## src/rtl/antilog_pkg.sv

```systemverilog
// Shared widths, types and the Mitchell correction table for the antilog converter.
// The table is consumed only when ANTILOG_CORR_EN is defined.
package antilog_pkg;

  localparam int unsigned INT_W  = 4;
  localparam int unsigned FRAC_W = 12;
  localparam int unsigned SEG_W  = 4;
  localparam int unsigned OUT_W  = FRAC_W + 1 + (2**INT_W - 1);

  typedef logic [FRAC_W:0]   mant_t;
  typedef logic [OUT_W-1:0]  out_t;
  typedef logic [FRAC_W-1:0] corr_t;

  // round(4096 * ((1 + i/16) - 2^(i/16))); the last entry is tuned to 90
  localparam corr_t CORR_TABLE [2**SEG_W] = '{
    12'd0,   12'd75,  12'd141, 12'd200, 12'd249, 12'd289, 12'd320, 12'd341,
    12'd351, 12'd351, 12'd339, 12'd315, 12'd279, 12'd230, 12'd168, 12'd90
  };

endpackage

```

## src/rtl/lut_antilog_offset.sv

```systemverilog
// Segment index to Mitchell antilog correction offset (combinational lookup).
module lut_antilog_offset
  import antilog_pkg::*;
(
  input  logic [SEG_W-1:0] seg,
  output corr_t            corr
);

  always_comb begin
    corr = CORR_TABLE[seg];
  end

endmodule

```

## src/rtl/antilog_conv.sv

```systemverilog
// Log-to-linear converter: 3-stage valid/ready pipeline computing (1+f-corr) << k.
// Define ANTILOG_CORR_EN to subtract the per-segment correction; otherwise pure Mitchell.
module antilog_conv
  import antilog_pkg::*;
(
  input  logic              clk,
  input  logic              rst_n,
  input  logic              in_valid,
  output logic              in_ready,
  input  logic [INT_W-1:0]  in_int,
  input  logic [FRAC_W-1:0] in_frac,
  input  logic              in_sign,
  input  logic              in_zero,
  output logic              out_valid,
  input  logic              out_ready,
  output logic [OUT_W-1:0]  out_mag,
  output logic              out_sign
);

  logic              s1_v_q, s1_v_d, s2_v_q, s2_v_d, s3_v_q, s3_v_d;
  logic [INT_W-1:0]  s1_int_q, s1_int_d, s2_int_q, s2_int_d;
  logic [FRAC_W-1:0] s1_frac_q, s1_frac_d;
  logic              s1_sign_q, s1_sign_d, s2_sign_q, s2_sign_d, s3_sign_q, s3_sign_d;
  logic              s1_zero_q, s1_zero_d, s2_zero_q, s2_zero_d;
  mant_t             s2_mant_q, s2_mant_d;
  out_t              s3_mag_q, s3_mag_d;
  logic              s1_rdy, s2_rdy, s3_rdy;
  mant_t             mant_calc;

`ifdef ANTILOG_CORR_EN
  corr_t corr;

  lut_antilog_offset u_lut (
    .seg  (s1_frac_q[FRAC_W-1 -: SEG_W]),
    .corr (corr)
  );

  always_comb begin
    mant_calc = mant_t'({1'b1, s1_frac_q}) - mant_t'(corr);
  end
`else
  always_comb begin
    mant_calc = {1'b1, s1_frac_q};
  end
`endif

  // A stage may load when it is empty or its occupant moves on this cycle.
  always_comb begin
    s3_rdy   = !s3_v_q || out_ready;
    s2_rdy   = !s2_v_q || s3_rdy;
    s1_rdy   = !s1_v_q || s2_rdy;
    in_ready = s1_rdy;

    s1_v_d    = s1_rdy ? in_valid : s1_v_q;
    s1_int_d  = s1_int_q;
    s1_frac_d = s1_frac_q;
    s1_sign_d = s1_sign_q;
    s1_zero_d = s1_zero_q;
    if (s1_rdy && in_valid) begin
      s1_int_d  = in_int;
      s1_frac_d = in_frac;
      s1_sign_d = in_sign;
      s1_zero_d = in_zero;
    end

    s2_v_d    = s2_rdy ? s1_v_q : s2_v_q;
    s2_int_d  = s2_int_q;
    s2_mant_d = s2_mant_q;
    s2_sign_d = s2_sign_q;
    s2_zero_d = s2_zero_q;
    if (s2_rdy && s1_v_q) begin
      s2_int_d  = s1_int_q;
      s2_mant_d = mant_calc;
      s2_sign_d = s1_sign_q;
      s2_zero_d = s1_zero_q;
    end

    s3_v_d    = s3_rdy ? s2_v_q : s3_v_q;
    s3_mag_d  = s3_mag_q;
    s3_sign_d = s3_sign_q;
    if (s3_rdy && s2_v_q) begin
      s3_mag_d  = s2_zero_q ? '0 : (out_t'(s2_mant_q) << s2_int_q);
      s3_sign_d = s2_sign_q;
    end
  end

  always_ff @(posedge clk or negedge rst_n) begin
    if (!rst_n) begin
      s1_v_q    <= 1'b0;
      s2_v_q    <= 1'b0;
      s3_v_q    <= 1'b0;
      s1_int_q  <= '0;
      s1_frac_q <= '0;
      s1_sign_q <= 1'b0;
      s1_zero_q <= 1'b0;
      s2_int_q  <= '0;
      s2_mant_q <= '0;
      s2_sign_q <= 1'b0;
      s2_zero_q <= 1'b0;
      s3_mag_q  <= '0;
      s3_sign_q <= 1'b0;
    end else begin
      s1_v_q    <= s1_v_d;
      s2_v_q    <= s2_v_d;
      s3_v_q    <= s3_v_d;
      s1_int_q  <= s1_int_d;
      s1_frac_q <= s1_frac_d;
      s1_sign_q <= s1_sign_d;
      s1_zero_q <= s1_zero_d;
      s2_int_q  <= s2_int_d;
      s2_mant_q <= s2_mant_d;
      s2_sign_q <= s2_sign_d;
      s2_zero_q <= s2_zero_d;
      s3_mag_q  <= s3_mag_d;
      s3_sign_q <= s3_sign_d;
    end
  end

  assign out_valid = s3_v_q;
  assign out_mag   = s3_mag_q;
  assign out_sign  = s3_sign_q;

endmodule
```

## config.mk

```make
export PLATFORM = sky130hd
export DESIGN_NAME = antilog_conv
export DESIGN_NICKNAME = d
export VERILOG_FILES = /design/src/rtl/antilog_pkg.sv /design/src/rtl/lut_antilog_offset.sv /design/src/rtl/antilog_conv.sv
export SDC_FILE = /design/constraint.sdc
export NUM_CORES = 1
export LEC_CHECK = 0
export CORE_UTILIZATION = 53
export CTS_CLUSTER_DIAMETER = 80
export DETAILED_ROUTE_END_ITERATION = 8
export HOLD_SLACK_MARGIN = 0.15
export PLACE_DENSITY = 0.79
export SLEW_MARGIN = 20
export SYNTH_ARGS = -nofsm -noshare
export SYNTH_HDL_FRONTEND = slang
export SYNTH_SLANG_ARGS = --single-unit
```

## constraint.sdc

```tcl
create_clock -name clk -period 2.2 [get_ports clk]
set_input_delay 0.44 -clock clk [delete_from_list [all_inputs] [get_ports clk]]
set_output_delay 0.44 -clock clk [all_outputs]
set_load 0.01 [all_outputs]
```

# Word level (Yosys, flattened, before mapping)
# Cells that the tools add are included.
# op_classes
mux,1
n_reduce_logical,9
n_shift,1
# ops
op,n
$mux W28,1
$shl A13 B4 Y28,1
$logic_and A1 B1 Y1,3
$logic_not A1 Y1,3
$logic_or A1 B1 Y1,3
# totals
register_bits,69
inputBits,22
word_cells,24
output_inout_bits,31

# Logic depth before layout (Yosys ltp)
# depth
word_depth,5
depth_mapped,7
mapped_depth_nobuf,4

# Worst setup path before layout
# No wires, ideal clock.
# synth_timing
path_kind,input-to-reg
from,input port out_ready
to,register s1_frac_q[0]
setup_time_ns,0.125
slack_ns,0.393
arrival_ns,1.683
required_time_ns,2.075
n_path_buf,1
path_stages,5
path_cell_list,nor2b_1 -> nand3_1 -> nand2_1 -> buf_2 -> mux2_2
# synth_via
elab_chain_cells,4
# synth_rtl
element,line,rtl
start: declaration,antilog_conv.sv:15,"input logic out_ready,"
$logic_or A1 B1 Y1,antilog_conv.sv:49,s3_rdy = !s3_v_q || out_ready;
$logic_or A1 B1 Y1,antilog_conv.sv:50,s2_rdy = !s2_v_q || s3_rdy;
$logic_or A1 B1 Y1,antilog_conv.sv:51,s1_rdy = !s1_v_q || s2_rdy;
named net in_ready,antilog_conv.sv:9,"output logic in_ready,"
$logic_and A1 B1 Y1,antilog_conv.sv:59,if (s1_rdy && in_valid) begin
end signal: assignment,antilog_conv.sv:107,s1_frac_q <= s1_frac_d;
end: declaration,antilog_conv.sv:22,"logic [FRAC_W-1:0] s1_frac_q, s1_frac_d;"
# The timed path passes the listed nets, and every way through them passes these cells.
# A chain may end at the register's enable or synchronous reset.

# Worst setup path in the final report
# layout_timing
from,input port out_ready
to,output port in_ready
# layout_via
elab_chain_cells,3
# layout_rtl
element,line
$logic_or A1 B1 Y1,antilog_conv.sv:49
$logic_or A1 B1 Y1,antilog_conv.sv:50
$logic_or A1 B1 Y1,antilog_conv.sv:51
end: declaration,antilog_conv.sv:9
# Every way passes these cells.

==> impl_metrics.toml <==
[yosys]
ys_ff_latch = 69
synth_fa_ha_area_share_pct = 0
synthSimpleGateAreaFrac_pct = 8.30
synth_top_family_by_area = "multiplexers"
synth.area.mux_share_pct = 25.7
syn-num-nets = 288
netlist_instances = 266
synth_compound_area_share_pct = 10.7
synth-xor-area-share_pct = 0
netlist_area_um2 = 3300
synth_cell_type_count = 38
ys_seq_area_share_pct = 52.3
yosys_warnings = 0
syn_avg_cell_area_um2 = 12.4

[route]
ant_nets = 0
routed_via_density = 5.75
routedWlPerCell_um = 16.2
drt-total-wl_mm = 6.61
vias = 2342
drtIter0Drc = 190
drt_first_pass_iters = 4
drc = 0

[clock_tree]
cts_tree = "done"
cts-root-buf = "clkbuf_8"
cts.clk_slew.worst_paths_ns = 0.07
cts_made_buffers = 9
cts_sinks = 69
clkLatencyLatePin_ns = 0.34
hold_buffers = 1
cts_setup_buffers = 0
clock_path_buffers = 2
post_cts_resize_count = 0
h-tree-depth = 3

[sta]
finalCriticalPeriod_ns = 2.11
setup_violations = 0
worst_slew_pin_slew_ns = 0.484
max_freq_mhz = 473
rsz0062_at_grt = "no"
min_period_over_period_pct = 96.1
max_slew_margin_pct = 67.7
slew_viol_final = 0
tns_ns = 0
hold_viol_final = 0
finalClockSkew_ns = 0.00452

[critical_path]
cp.arrival_ns = 1.67
worstPathMaxFanout = 3
setup.worst_path.end_class = "output port"
path_class = "in2out"
critPathLaunchType = "input port"
crit_required_ns = 1.76

[cells_and_area]
area_growth_pct = 27.1
layout_commonest_cell = "dfrtp_1"
nFillCells = 460
antenna_cells = 0
layout_common_cells = "dfrtp_1, clkdlybuf4s50_1, mux2_2"
nNetsFinal = 350
instances_no_fill = 407
layout-drive-gt1-share_pct = 24.4

[grt]
grt-ovfl-total = 0
grt_max_degree = 70
grt_pass1_wl_mm = 10.8
grt_antenna_before_repair = 0
track_usage_pct = 22.3
grt_pass1_vias = 2271

[placed_design]
dpl.cell_count = 391
hpwl_mm = 4.76
io_buffers = 52
gp_congestion = 0.830

[floorplanning]
num_io_pins = 53
core_area_um2 = 5960
die_area_um2 = 6540
dieWidth_um = 80.9
start_util_pct = 55.4
dieHeight_um = 80.9
fp-row-count = 28

[pwr]
powerDensity_nw_per_um2 = 1110
ir_worst_vdd_mv = 0.671
p_leak_nw = 1.80

[status]
outcome = "finished, final reports clean"

[run]
max_cap_viol_count = 0

[min_path]
hp-class = "reg2reg"
kinds of logic (layout without fill, tap and decap cells):
logic type,count (synthesis),count (layout)
muxes,67,67
and+or+nand+nor,59,59
DFF,69,69
buffers and inverters,20,86
AOI/OAI and AO/OA,51,51
worst paths after layout:
| kind | slack (ns) | end | from | cells after the start |
|---|---|---|---|---|
| setup / recovery | 0.09 | in_ready | out_ready | 4 |
| hold / removal | 0.48 | out_mag[5]$_DFFE_PN0P_ | out_mag[5]$_DFFE_PN0P_ | 2 |
| setup reg to reg | 0.15 | out_mag[18]$_DFFE_PN0P_ | s2_int_q[0]$_DFFE_PN0P_ | 4 |
| hold reg to reg | 0.48 | out_mag[5]$_DFFE_PN0P_ | out_mag[5]$_DFFE_PN0P_ | 2 |
| max in group asynchronous | 1.27 | s1_int_q[2]$_DFFE_PN0P_ | rst_n | 3 |
| min in group asynchronous | 0.65 | out_mag[21]$_DFFE_PN0P_ | rst_n | 3 |
state kept, by name (all words and copies together), names as in the netlist:
register   flops
s1_zero_q      1
s2_mant_q     13
s1_int_q       4
out_mag       28
out_sign       1
s2_sign_q      1
s1_frac_q     12
s1_sign_q      1
s1_v_q         1
s2_zero_q      1
s2_int_q       4
out_valid      1
s2_v_q         1
critical path, stage by stage:
cell and delay (ns):
clkdlybuf4s50_1 0.42, nor2b_1 0.15, nand3_1 0.15, clkdlybuf4s50_1 0.51
synthesized netlist by cell type, drive strengths merged:
| cell type | count | area (um^2) |
|---|---|---|
| a221o | 4 | 40.0 |
| nor2 | 11 | 41.3 |
| nor2b | 3 | 18.8 |
| a31oi | 3 | 18.8 |
| a311oi | 1 | 8.76 |
| mux2 | 44 | 495 |
| nor3 | 3 | 15.0 |
| buf | 9 | 52.6 |
| a31o | 1 | 8.76 |
| and2 | 1 | 6.26 |
| clkbuf | 7 | 27.5 |
| a211o | 1 | 8.76 |
| o21a | 2 | 15.0 |
| or3 | 1 | 6.26 |
| o31ai | 4 | 30.0 |
| and3 | 1 | 6.26 |
| clkinv | 1 | 3.75 |
| mux4 | 9 | 214 |
| nand3b | 2 | 15.0 |
| nand3 | 5 | 25.0 |
| a22oi | 1 | 7.51 |
| nor3b | 2 | 15.0 |
| o311ai | 1 | 8.76 |
| a21oi | 5 | 25.0 |
| nand2 | 25 | 93.8 |
| a32o | 1 | 10.0 |
| dfrtp | 69 | 1730 |
| nand2b | 5 | 31.3 |
| a2bb2oi | 3 | 26.3 |
| a22o | 7 | 61.3 |
| o21ai | 17 | 85.1 |
| mux2i | 14 | 140 |
| inv | 3 | 11.3 |
metal layers:
metal | part of all wire (%) | track usage (%) | routed length [um]
met3 | 3.8 | 4.49 | 248
met5 | 0 | 0 | 0
met2 | 49 | 35.6 | 3220
met4 | 2.3 | 11.3 | 155
met1 | 45 | 29.0 | 2990
per-stage QoR:
stage | area (um^2) | hold WS [ns] | utilization (%) | setup slack (ns) | total power (W)
after floorplan | 3300 | 0.144 | - | 0.393 | 0.00291
after global placement | 3980 | 0.464 | 66.9 | 0.123 | 0.00359
after detailed placement | 3980 | 0.470 | 66.9 | 0.0872 | 0.00365
after CTS | 4190 | 0.485 | 70.4 | 0.0801 | 0.00468
after global routing | 4190 | 0.507 | 70.4 | 0.0208 | 0.00493
final | 4190 | 0.477 | 70.4 | 0.0864 | 0.00466
layout make-up:
type | count | area (um^2) | area share, %
clock buffer | 11 | 151 | 3.61
clock inverter | 4 | 47.5 | 1.13
sequential | 69 | 1730 | 41.2
inverter | 4 | 15.0 | 0.358
tap | 75 | 93.8 | 2.24
timing repair buffer | 67 | 681 | 16.2
multi-input combinational | 177 | 1480 | 35.2
where the power goes:
part           internal, W  total (W)  switching, W
clock             0.000575    0.00103      0.000454
combinational     0.000999    0.00176      0.000763
sequential         0.00158    0.00187      0.000292
total              0.00315    0.00466       0.00151
No activity file was read; power rests on OpenSTA's default activity.
